===== src/rtl/stage_seq_ctrl.sv =====
// Stage sequencer for the EKF pipeline: accepts a one-hot stage request,
// optionally runs the nonlinear unit, then runs the systolic array, and
// reports completion, captured results and wait-state timeouts.
module stage_seq_ctrl #(
  parameter int                  N_STAGE = 3,
  parameter int                  DW      = 32,
  parameter int                  NRES    = 6,
  parameter logic [N_STAGE-1:0]  NL_MASK = '1,
  parameter int                  TIMEOUT = 1024
) (
  input  logic                 clk,
  input  logic                 sys_rst,
  input  logic [N_STAGE-1:0]   stage_val,
  output logic [N_STAGE-1:0]   stage_rdy,
  output logic [N_STAGE-1:0]   nl_init,
  input  logic [N_STAGE-1:0]   nl_done,
  input  logic [NRES*DW-1:0]   nl_result,
  output logic [NRES*DW-1:0]   res_bus,
  output logic                 res_valid,
  output logic                 arr_start,
  output logic [N_STAGE-1:0]   arr_stage,
  input  logic                 arr_done,
  output logic                 busy,
  output logic                 err,
  output logic [1:0]           err_code
);

  typedef enum logic [2:0] {
    IDLE     = 3'd0,
    NL_INIT  = 3'd1,
    NL_WAIT  = 3'd2,
    ARR_RUN  = 3'd3,
    ARR_WAIT = 3'd4,
    DONE     = 3'd5
  } state_t;

  // Last timer value before a wait state gives up; unused when TIMEOUT is 0.
  localparam logic [15:0] TMO_LAST = 16'(TIMEOUT - 1);
  localparam bit          TMO_EN   = (TIMEOUT != 0);

  state_t               state, nxt;
  logic [N_STAGE-1:0]   cur_stage, cur_nxt;
  logic [15:0]          timer;
  logic                 tmo_hit, nl_hit;
  logic                 req_ok, req_bad, tmo_nl, tmo_arr, capture;

  logic [N_STAGE-1:0]   stage_rdy_d, nl_init_d, arr_stage_d;
  logic                 arr_start_d, busy_d, err_d;
  logic [1:0]           err_code_d;

  function automatic logic is_onehot(input logic [N_STAGE-1:0] v);
    return (v != '0) && ((v & (v - N_STAGE'(1))) == '0);
  endfunction

  assign tmo_hit = TMO_EN && (timer == TMO_LAST);
  assign nl_hit  = |(nl_done & cur_stage);

  // State register, latched stage and wait-state timer.
  always_ff @(posedge clk) begin
    if (sys_rst) begin
      state     <= IDLE;
      cur_stage <= '0;
      timer     <= '0;
    end else begin
      state     <= nxt;
      cur_stage <= cur_nxt;
      if ((state == NL_WAIT || state == ARR_WAIT) && nxt == state)
        timer <= timer + 16'd1;
      else
        timer <= '0;
    end
  end

  // Next-state decode; done beats timeout when both land on the same cycle.
  always_comb begin
    nxt     = state;
    cur_nxt = cur_stage;
    req_ok  = 1'b0;
    req_bad = 1'b0;
    tmo_nl  = 1'b0;
    tmo_arr = 1'b0;
    capture = 1'b0;
    case (state)
      IDLE: begin
        if (is_onehot(stage_val)) begin
          req_ok  = 1'b1;
          cur_nxt = stage_val;
          nxt     = ((NL_MASK & stage_val) != '0) ? NL_INIT : ARR_RUN;
        end else if (stage_val != '0) begin
          req_bad = 1'b1;
        end
      end
      NL_INIT: nxt = NL_WAIT;
      NL_WAIT: begin
        if (nl_hit) begin
          capture = 1'b1;
          nxt     = ARR_RUN;
        end else if (tmo_hit) begin
          tmo_nl = 1'b1;
          nxt    = IDLE;
        end
      end
      ARR_RUN: nxt = ARR_WAIT;
      ARR_WAIT: begin
        if (arr_done) begin
          nxt = DONE;
        end else if (tmo_hit) begin
          tmo_arr = 1'b1;
          nxt     = IDLE;
        end
      end
      DONE:    nxt = IDLE;
      default: nxt = IDLE;
    endcase
  end

  // Output decode from the upcoming state so every output can be registered.
  always_comb begin
    nl_init_d   = (nxt == NL_INIT) ? cur_nxt : '0;
    arr_start_d = (nxt == ARR_RUN);
    arr_stage_d = (nxt == ARR_RUN || nxt == ARR_WAIT || nxt == DONE) ? cur_nxt : '0;
    stage_rdy_d = (nxt == DONE) ? cur_nxt : '0;
    busy_d      = (nxt != IDLE);
    err_d       = req_bad | tmo_nl | tmo_arr;
    err_code_d  = err_code;
    if (req_ok)       err_code_d = 2'b00;
    else if (req_bad) err_code_d = 2'b01;
    else if (tmo_nl)  err_code_d = 2'b10;
    else if (tmo_arr) err_code_d = 2'b11;
  end

  // Output registers.
  always_ff @(posedge clk) begin
    if (sys_rst) begin
      nl_init   <= '0;
      arr_start <= 1'b0;
      arr_stage <= '0;
      stage_rdy <= '0;
      busy      <= 1'b0;
      err       <= 1'b0;
      err_code  <= 2'b00;
      res_valid <= 1'b0;
    end else begin
      nl_init   <= nl_init_d;
      arr_start <= arr_start_d;
      arr_stage <= arr_stage_d;
      stage_rdy <= stage_rdy_d;
      busy      <= busy_d;
      err       <= err_d;
      err_code  <= err_code_d;
      res_valid <= capture;
    end
  end

  // Result capture; holds between captures and clears on reset.
  always_ff @(posedge clk) begin
    if (sys_rst)
      res_bus <= '0;
    else if (capture)
      res_bus <= nl_result;
  end

endmodule


===== config.mk =====
export PLATFORM = sky130hd
export DESIGN_NAME = stage_seq_ctrl
export DESIGN_NICKNAME = d
export VERILOG_FILES = /design/src/rtl/stage_seq_ctrl.sv
export SDC_FILE = /design/constraint.sdc
export NUM_CORES = 1
export LEC_CHECK = 0
export CAP_MARGIN = 20
export CORE_AREA = 2 2 157 159
export CTS_CLUSTER_DIAMETER = 40
export DETAILED_ROUTE_END_ITERATION = 6
export DIE_AREA = 0 0 159 161
export GPL_ROUTABILITY_DRIVEN = 0
export HOLD_SLACK_MARGIN = 0.08
export PLACE_DENSITY = 0.7
export SLEW_MARGIN = 20
export SYNTH_ARGS = -nofsm -noshare
export SYNTH_HDL_FRONTEND = slang
export SYNTH_SLANG_ARGS = --single-unit

===== constraint.sdc =====
create_clock -name clk -period 5.73 [get_ports clk]
set_input_delay 0.8595 -clock clk [delete_from_list [all_inputs] [get_ports clk]]
set_output_delay 0.8595 -clock clk [all_outputs]
set_load 0.02 [all_outputs]

**After elaboration in Yosys (flattened, before gate mapping)**

Cells that the tools add are included.

- $add $sub $neg: 2
- Bitwise logic cells: 8
- Muxes and demuxes: 23
- Reductions and logical operators: 18
- Eq/ne operators: 10

Operators by type and width:

| kind | number |
|---|---|
| 2-to-1 mux 3 bit | 6 |
| adder 16 x 1 -> 16 bit, second input constant | 1 |
| equality test 16 x 10 -> 1 bit, second input constant | 1 |
| case mux 3 bit (5 select lines) | 1 |
| 2-to-1 mux 1 bit | 13 |
| OR reduction 2 bit | 5 |
| equality test 3 x 2 -> 1 bit, second input constant | 3 |
| equality test 3 bit, second input constant | 3 |
| nonzero test 3 bit | 3 |
| AND 3 bit | 2 |
| equality test 3 x 1 -> 1 bit, second input constant | 2 |
| zero test 3 bit | 2 |
| 2-to-1 mux 2 bit | 3 |
| OR reduction 3 bit | 2 |
| NOT 1 bit | 4 |
| equality test 3 bit | 1 |
| logical OR 1 bit | 3 |
| subtractor 3 x 1 -> 3 bit, second input constant | 1 |
| logical AND 1 bit | 2 |
| OR 1 bit | 2 |
| nonzero test 2 bit | 1 |

- Output and inout port bits: 207
- Register bits after elaboration: 229
- Word-level logic and storage cells: 74
- Bits of input ports: 201

**Depth between registers and ports, before layout**

Gate-level depths: netlist (run 1).

- Depth in word-level cells: 11
- Mapped depth: 8

**Worst setup path before layout (run 1)**

OpenSTA, ideal clock, no wires.

- Kind: input to register
- From: input nl_done[0]
- To: register timer[10]
- Arrival: 2267 ps
- Slack: 3331 ps
- Stages on the path: 5
- Cell sequence: a222oi_1 > o31ai_1 > a21oi_1 > buf_2 > nor4_1

- Cells in the longest elaborated chain, start to end: 8

RTL lines:

| item | RTL line | RTL |
|---|---|---|
| start, declared | 16 | `input logic [N_STAGE-1:0] nl_done,` |
| AND 3 bit | 56 | `assign nl_hit = \|(nl_done & cur_stage);` |
| OR reduction 3 bit | 56 |  |
| 2-to-1 mux 3 bit | 95 | `if (nl_hit) begin` |
| case mux 3 bit (5 select lines) | 83 | `case (state)` |
| equality test 3 bit | 67 | `if ((state == NL_WAIT \|\| state == ARR_WAIT) && nxt == state)` |
| logical AND 1 bit | 67 |  |
| NOT 1 bit (no source line) | - |  |
| OR reduction 2 bit (no source line) | - |  |
| end signal, assigned | 68 | `timer <= timer + 16'd1;` |
| end, declared | 43 | `logic [15:0] timer;` |

Every way passes these cells.
A chain may end at the register's enable or synchronous reset.

**Worst setup path in the final report (run 1)**

- From: input nl_done[0]
- To: register res_bus[66]

- Cells in the longest elaborated chain, start to end: 4

RTL lines:

| item | RTL line | RTL |
|---|---|---|
| AND 3 bit | 56 |  |
| OR reduction 3 bit | 56 |  |
| 2-to-1 mux 1 bit | 95 |  |
| 2-to-1 mux 1 bit | 83 |  |
| end signal, assigned | 160 | `res_bus <= nl_result;` |
| end, declared | 18 | `output logic [NRES*DW-1:0] res_bus,` |

Every way passes these cells.

==> metrics, run 1 <==
sequential area share after synthesis 0.559; Reg2Reg Setup Slack 3.10 ns; Post-synth ARST share 0; Clock transition at path regs 0.05 ns; die area 0.0256 mm2; vias in the first global route 7730; average footprint of a synthesized cell 8.16 um2; most common cell after layout, fill and taps aside clkdlybuf4s50_1; WP data arrival 3.50 ns; period utilization 0.541; Worst setup SP type input port; most used flip-flop cell after synthesis dfxtp_1; Fin Hold WS 0.450 ns; post-CTS setup buffer count 0; status complete, no violations; skew final 0.0173 ns; largest cells by area after synthesis dfxtp_1, nand2_1, a21oi_1; required time of the critical path 6.13 ns; fill count 2116; CTS HTree Levels 2; cell count after synthesis 1006; RSZ-0062 raised after global routing false; crit path max fanout 104; pwr/cell area 327 mW/mm2; endpoints failing hold 0; hold endpoint res_bus[96]; Hold Crit Class reg2reg; worst r2r src cur_stage[0]; I/O Buffers 407; maxcap violations 0; Cell Area, Synth 0.00821 mm2; Yosys top cell area share 0.559; Overflow after GRT 0; TritonCTS clock tree done; worst vdd ir 0.311 mV; WL final 27200 um; worst hold stages 2; worst reg-to-reg path cell count 5; hold_sp res_bus[96]; cts repair resizes 0; Syn Nets 1208; commonest non-fill, non-tap cells in the layout clkdlybuf4s50_1, nand2_1, dfxtp_1, a21oi_1, clkbuf_16; I/O pin cnt 408; Slew @ Worst Pin 1.09 ns; Synth warnings 0; Worst-Skew Late Latency 0.50 ns; antenna-violating nets left 0; drt initial violations 672; CP Class in2reg; ANT cells 0; DP Wirelength 18300 um; root buffer cell clkbuf_16; first-pass GRT wire length 42400 um; max_slew headroom 0.272; slack of the critical path 2.63 ns; Layout Utilization 0.576; area delta synth->final 68.1%; largest net degree at the start of global routing 126; share of cells above drive strength 1 0.0557; Final Critical Period 3.10 ns; core area 0.0240 mm2; GRT Overall Usage 0.203; Die X 159 um; Hold Buf Count CTS 0; via count 8223; drt via density 4.72; setup tns final 0 ns; Die Span Y 161 um; Clock Tree Buf Depth 3; antenna violations before repair 0; Slew Limit Fails 0; Reg2Reg Capture Point res_bus[66]; TritonRoute pass-1 iters 6; Leak 0.00464 uW; Clock Sinks 229; Worst setup EP type flop; Post-synth EDFFs 0; Final setup viols 0; nets@finish 1590; residual DRC count 0; Rows 57; Initial Utilization 0.342; wire per inst 15.6 um; Yosys cell types 44; fmax 323 MHz; total CTS buffers 38; DP Worst Slack 1.87 ns; number of synthesized register bits 229; leading area contributor after synthesis dfxtp_1
==> cell families after synthesis <==
group                      share of synthesized area
adders and majority gates                    0.00274
AOI/OAI and AO/OA                              0.142
xor gates and xnor gates                      0.0160
and+or+nand+nor                                0.227
DFF                                            0.559
buffers and inverters                         0.0505
muxes                                        0.00244
==> metrics by stage <==
stage          instances  area [um2]  total power, uW
2_1_floorplan       1006        8210             1820
3_3_place_gp        1671       12400             2040
3_5_place_dp        1671       12400             2040
4_1_cts             1741       13800             4580
5_1_grt             1742       13800             4680
6_report            1742       13800             4520
==> worst max path at each step <==
stage             endpoint  startpoint  cells past startpoint
4_1_cts        res_bus[66]  nl_done[0]                      6
5_1_grt        res_bus[60]  nl_done[0]                      6
3_5_place_dp   res_bus[60]  nl_done[0]                      6
3_3_place_gp   res_bus[89]  nl_done[0]                      6
2_1_floorplan    timer[10]  nl_done[0]                      5
6_report       res_bus[66]  nl_done[0]                      6
==> synthesized netlist by cell type (all sizes together) (4+ instances only) <==
cell / number
xnor2: 13
buf: 24
nor4: 20
nor2: 15
dfxtp: 229
clkbuf: 48
nand2b: 4
nand3: 5
a21oi: 197
nor3: 7
nand2: 393
o21ai: 4
inv: 6
==> report_power, final <==
| group | internal, uW | total, uW | switching [uW] | leakage [uW] |
|---|---|---|---|---|
| clock | 1710 | 2510 | 798 | 0.000679 |
| sequential | 1630 | 1640 | 19.1 | 0.00185 |
| combinational | 197 | 365 | 168 | 0.00212 |
| total | 3530 | 4520 | 986 | 0.00464 |
==> routing by layer <==
| metal | GRT usage | wire length, um | vias up |
|---|---|---|---|
| met1 | 0.250 | 11000 | 3753 |
| met2 | 0.339 | 13100 | 325 |
| li1 | - | - | 4086 |
| met5 | 0 | 0 | - |
| met3 | 0.0609 | 2130 | 59 |
| met4 | 0.0752 | 895 | 0 |
==> flip-flops by register name, summed over array words and instances, names as in the netlist <==
| signal | count |
|---|---|
| res_bus | 192 |
| state | 3 |
| arr_start | 1 |
| stage_rdy | 3 |
| busy | 1 |
| nl_init | 3 |
| res_valid | 1 |
| arr_stage | 3 |
| err_code | 2 |
| cur_stage | 3 |
| timer | 16 |
| err | 1 |
==> worst max-delay path: stages <==
cell and delay [ns]:
clkdlybuf4s50_1 0.40, a222oi_1 0.71, nand2b_4 0.27, buf_4 0.78, nand2_1 0.13, a21oi_1 0.23
==> area by class of cell <==
class | count | area, um2 | share of cell area
Tap cell | 324 | 405 | 0.0294
Sequential cell | 229 | 4580 | 0.332
Clock buffer | 48 | 1080 | 0.0785
Timing Repair Buffer | 414 | 4130 | 0.299
Multi-Input combinational cell | 699 | 3230 | 0.234
Inverter | 6 | 22.5 | 0.00163
Clock inverter | 22 | 348 | 0.0252
Note: power is estimated with default switching activity, not from simulation.
==> run 2, diff against run 1 <==
PLACE_DENSITY = 0.73   (was 0.7)
clock period = 2.6 ns   (was 5.73 ns; I/O delays follow)
==> run 2 against run 1 <==
  * Worst setup slack got worse by 2.1 ns
  * Global-route usage down 0.18 points
  * Worst hold slack worse by 0.14 ns
  * Count of clock-buffer cells in the layout decreased by 4
  * Register-to-register slack lost 2.5 ns
  * Clock skew fell by 0.0039 ns
  * Wire length is 0.87% lower
  * Critical path type is now reg2reg
  * Largest power group unchanged
==> metrics, run 2 (synthesis results as in run 1) <==
WL final 27000 um (-0.87%); max reg flops 192 (unchanged); commonest non-fill, non-tap cells in the layout clkdlybuf4s50_1, nand2_1, dfxtp_1, a21oi_1, clkbuf_16; DP Wirelength 18700 um (+2.6%); CP Cell Sequence ha_1, nand3_1, nand4bb_1, a21oi_1, buf_4, nor4_1; Leak 0.00468 uW (+0.71%); WP data arrival 2.37 ns (-1.13 ns); total CTS buffers 36 (-5.3%); pwr/cell area 693 mW/mm2 (+110%); maxcap violations 0 (unchanged); area delta synth->final 68.5%; Clock Sinks 229 (unchanged); Die Span Y 161 um (unchanged); I/O Buffers 407 (unchanged); share of cells above drive strength 1 0.0577 (+0.00203); Hold Buf Count CTS 0 (unchanged); vias in the first global route 8077 (+4.5%); root buffer cell clkbuf_16; cts repair resizes 0 (unchanged); fmax 492 MHz; number of instances in the placed design 1681 (+0.60%); largest net degree at the start of global routing 108 (-14%); TritonRoute pass-1 iters 5 (-1); required time of the critical path 2.94 ns (-3.19 ns); Final setup viols 0 (unchanged); drt initial violations 597 (-11%); Die X 159 um (unchanged); die area 0.0256 mm2 (unchanged); GRT Overall Usage 0.202 (-0.00177); skew final 0.0134 ns (-0.00394 ns); post-CTS setup buffer count 0 (unchanged); antenna-violating nets left 0 (unchanged); max_slew headroom 0.515 (+0.242); endpoints failing hold 0 (unchanged); via count 8344 (+1.5%); nets@finish 1597 (+0.44%); Clock transition at path regs 0.06 ns (about the same); period utilization 0.782; worst vdd ir 0.625 mV (+100%); core area 0.0240 mm2 (unchanged); CP Buf/Inv Count 1 (-1); critical path's slowest cell nand4bb_1; CP top delay family simple AND/OR/NAND/NOR gates; CP Class reg2reg; most common cell after layout, fill and taps aside clkdlybuf4s50_1; Worst setup EP type flop; Worst setup SP type flop; setup tns final 0 ns (unchanged); Largest Register res_bus; status complete, no violations; CP peak stage delay 0.45 ns (-0.33 ns); ANT cells 0 (unchanged); antenna violations before repair 0 (unchanged); Worst-Skew Late Latency 0.49 ns (about the same); drt via density 4.78 (+1.4%); fill count 2126 (+0.47%); Final Critical Period 2.03 ns; RSZ-0062 raised after global routing false; I/O pin cnt 408 (unchanged); Non-Filler Instances 1744 (+0.11%); TritonCTS clock tree done; Initial Utilization 0.342 (unchanged); CTS HTree Levels 2 (unchanged); Hold Crit Class in2reg; wire per inst 15.5 um (-0.99%); Top Registers res_bus x192, timer x16; Rows 57 (unchanged); residual DRC count 0 (unchanged); Slew Limit Fails 0 (unchanged); Slew @ Worst Pin 0.727 ns (-0.365 ns); crit path max fanout 16 (-85%); Clock Tree Buf Depth 3 (unchanged); first-pass GRT wire length 42500 um (+0.26%); Overflow after GRT 0 (unchanged)
[run 2: cell types whose count changed in the layout (fill, tap and decap cells not counted), sizes merged]
cell and delta:
buf +10, clkinv +1, clkinvlp -3, clkbuf -5, bufinv -1
[run 2: per-layer routing]
| metal | wire length (um) | global-route usage | up-vias |
|---|---|---|---|
| li1 | - | - | 4090 |
| met1 | 10800 | 0.237 | 3874 |
| met2 | 13100 | 0.343 | 311 |
| met3 | 1930 | 0.0598 | 69 |
| met4 | 1060 | 0.0876 | 0 |
| met5 | 0 | 0 | - |
[run 2: worst reg2reg max path: cells and delay by family, from the launching register on]
family / cells / cell delay [ns]
simple gates: 3 / 0.81
flops: 1 / 0.38
buf+inv: 1 / 0.24
compound gates: 1 / 0.24
fa+ha+maj: 1 / 0.23
[run 2: stage by stage]
| stage | hold slack, ns | area [um2] | worst slack (ns) | total power (uW) | utilization |
|---|---|---|---|---|---|
| floorplan | 0.450 | 8210 | 0.671 | 4020 | - |
| global placement | 0.441 | 12500 | 0.348 | 4520 | 0.522 |
| detailed placement | 0.445 | 12500 | 0.308 | 4530 | 0.522 |
| CTS | 0.291 | 13800 | 0.563 | 9710 | 0.577 |
| global route | 0.341 | 13800 | 0.396 | 9940 | 0.577 |
| finish | 0.311 | 13800 | 0.568 | 9580 | 0.577 |
[run 2: report_power, final]
part | leakage, uW | total [uW] | internal, uW | switching, uW
Sequential | 0.00185 | 3630 | 3580 | 44.2
Combinational | 0.00219 | 829 | 458 | 372
Clock | 0.000637 | 5120 | 3470 | 1650
Total | 0.00468 | 9580 | 7510 | 2070
[run 2: final cells by class]
cell class	instances	area [um2]	area share
clock inverter	19	300	0.0217
clock buffer	44	1010	0.0732
multi-input combinational	699	3220	0.233
sequential	229	4580	0.332
inverter	6	22.5	0.00163
tap	324	405	0.0293
timing repair buffer	423	4280	0.310
[run 2: worst paths after layout]
| path | from | endpoint | slack [ns] | cells past startpoint |
|---|---|---|---|---|
| min | sys_rst | state[0] | 0.31 | 2 |
| min reg2reg | res_bus[172] | res_bus[172] | 0.45 | 2 |
| max | timer[0] | timer[11] | 0.57 | 6 |
| max reg2reg | timer[0] | timer[11] | 0.57 | 6 |
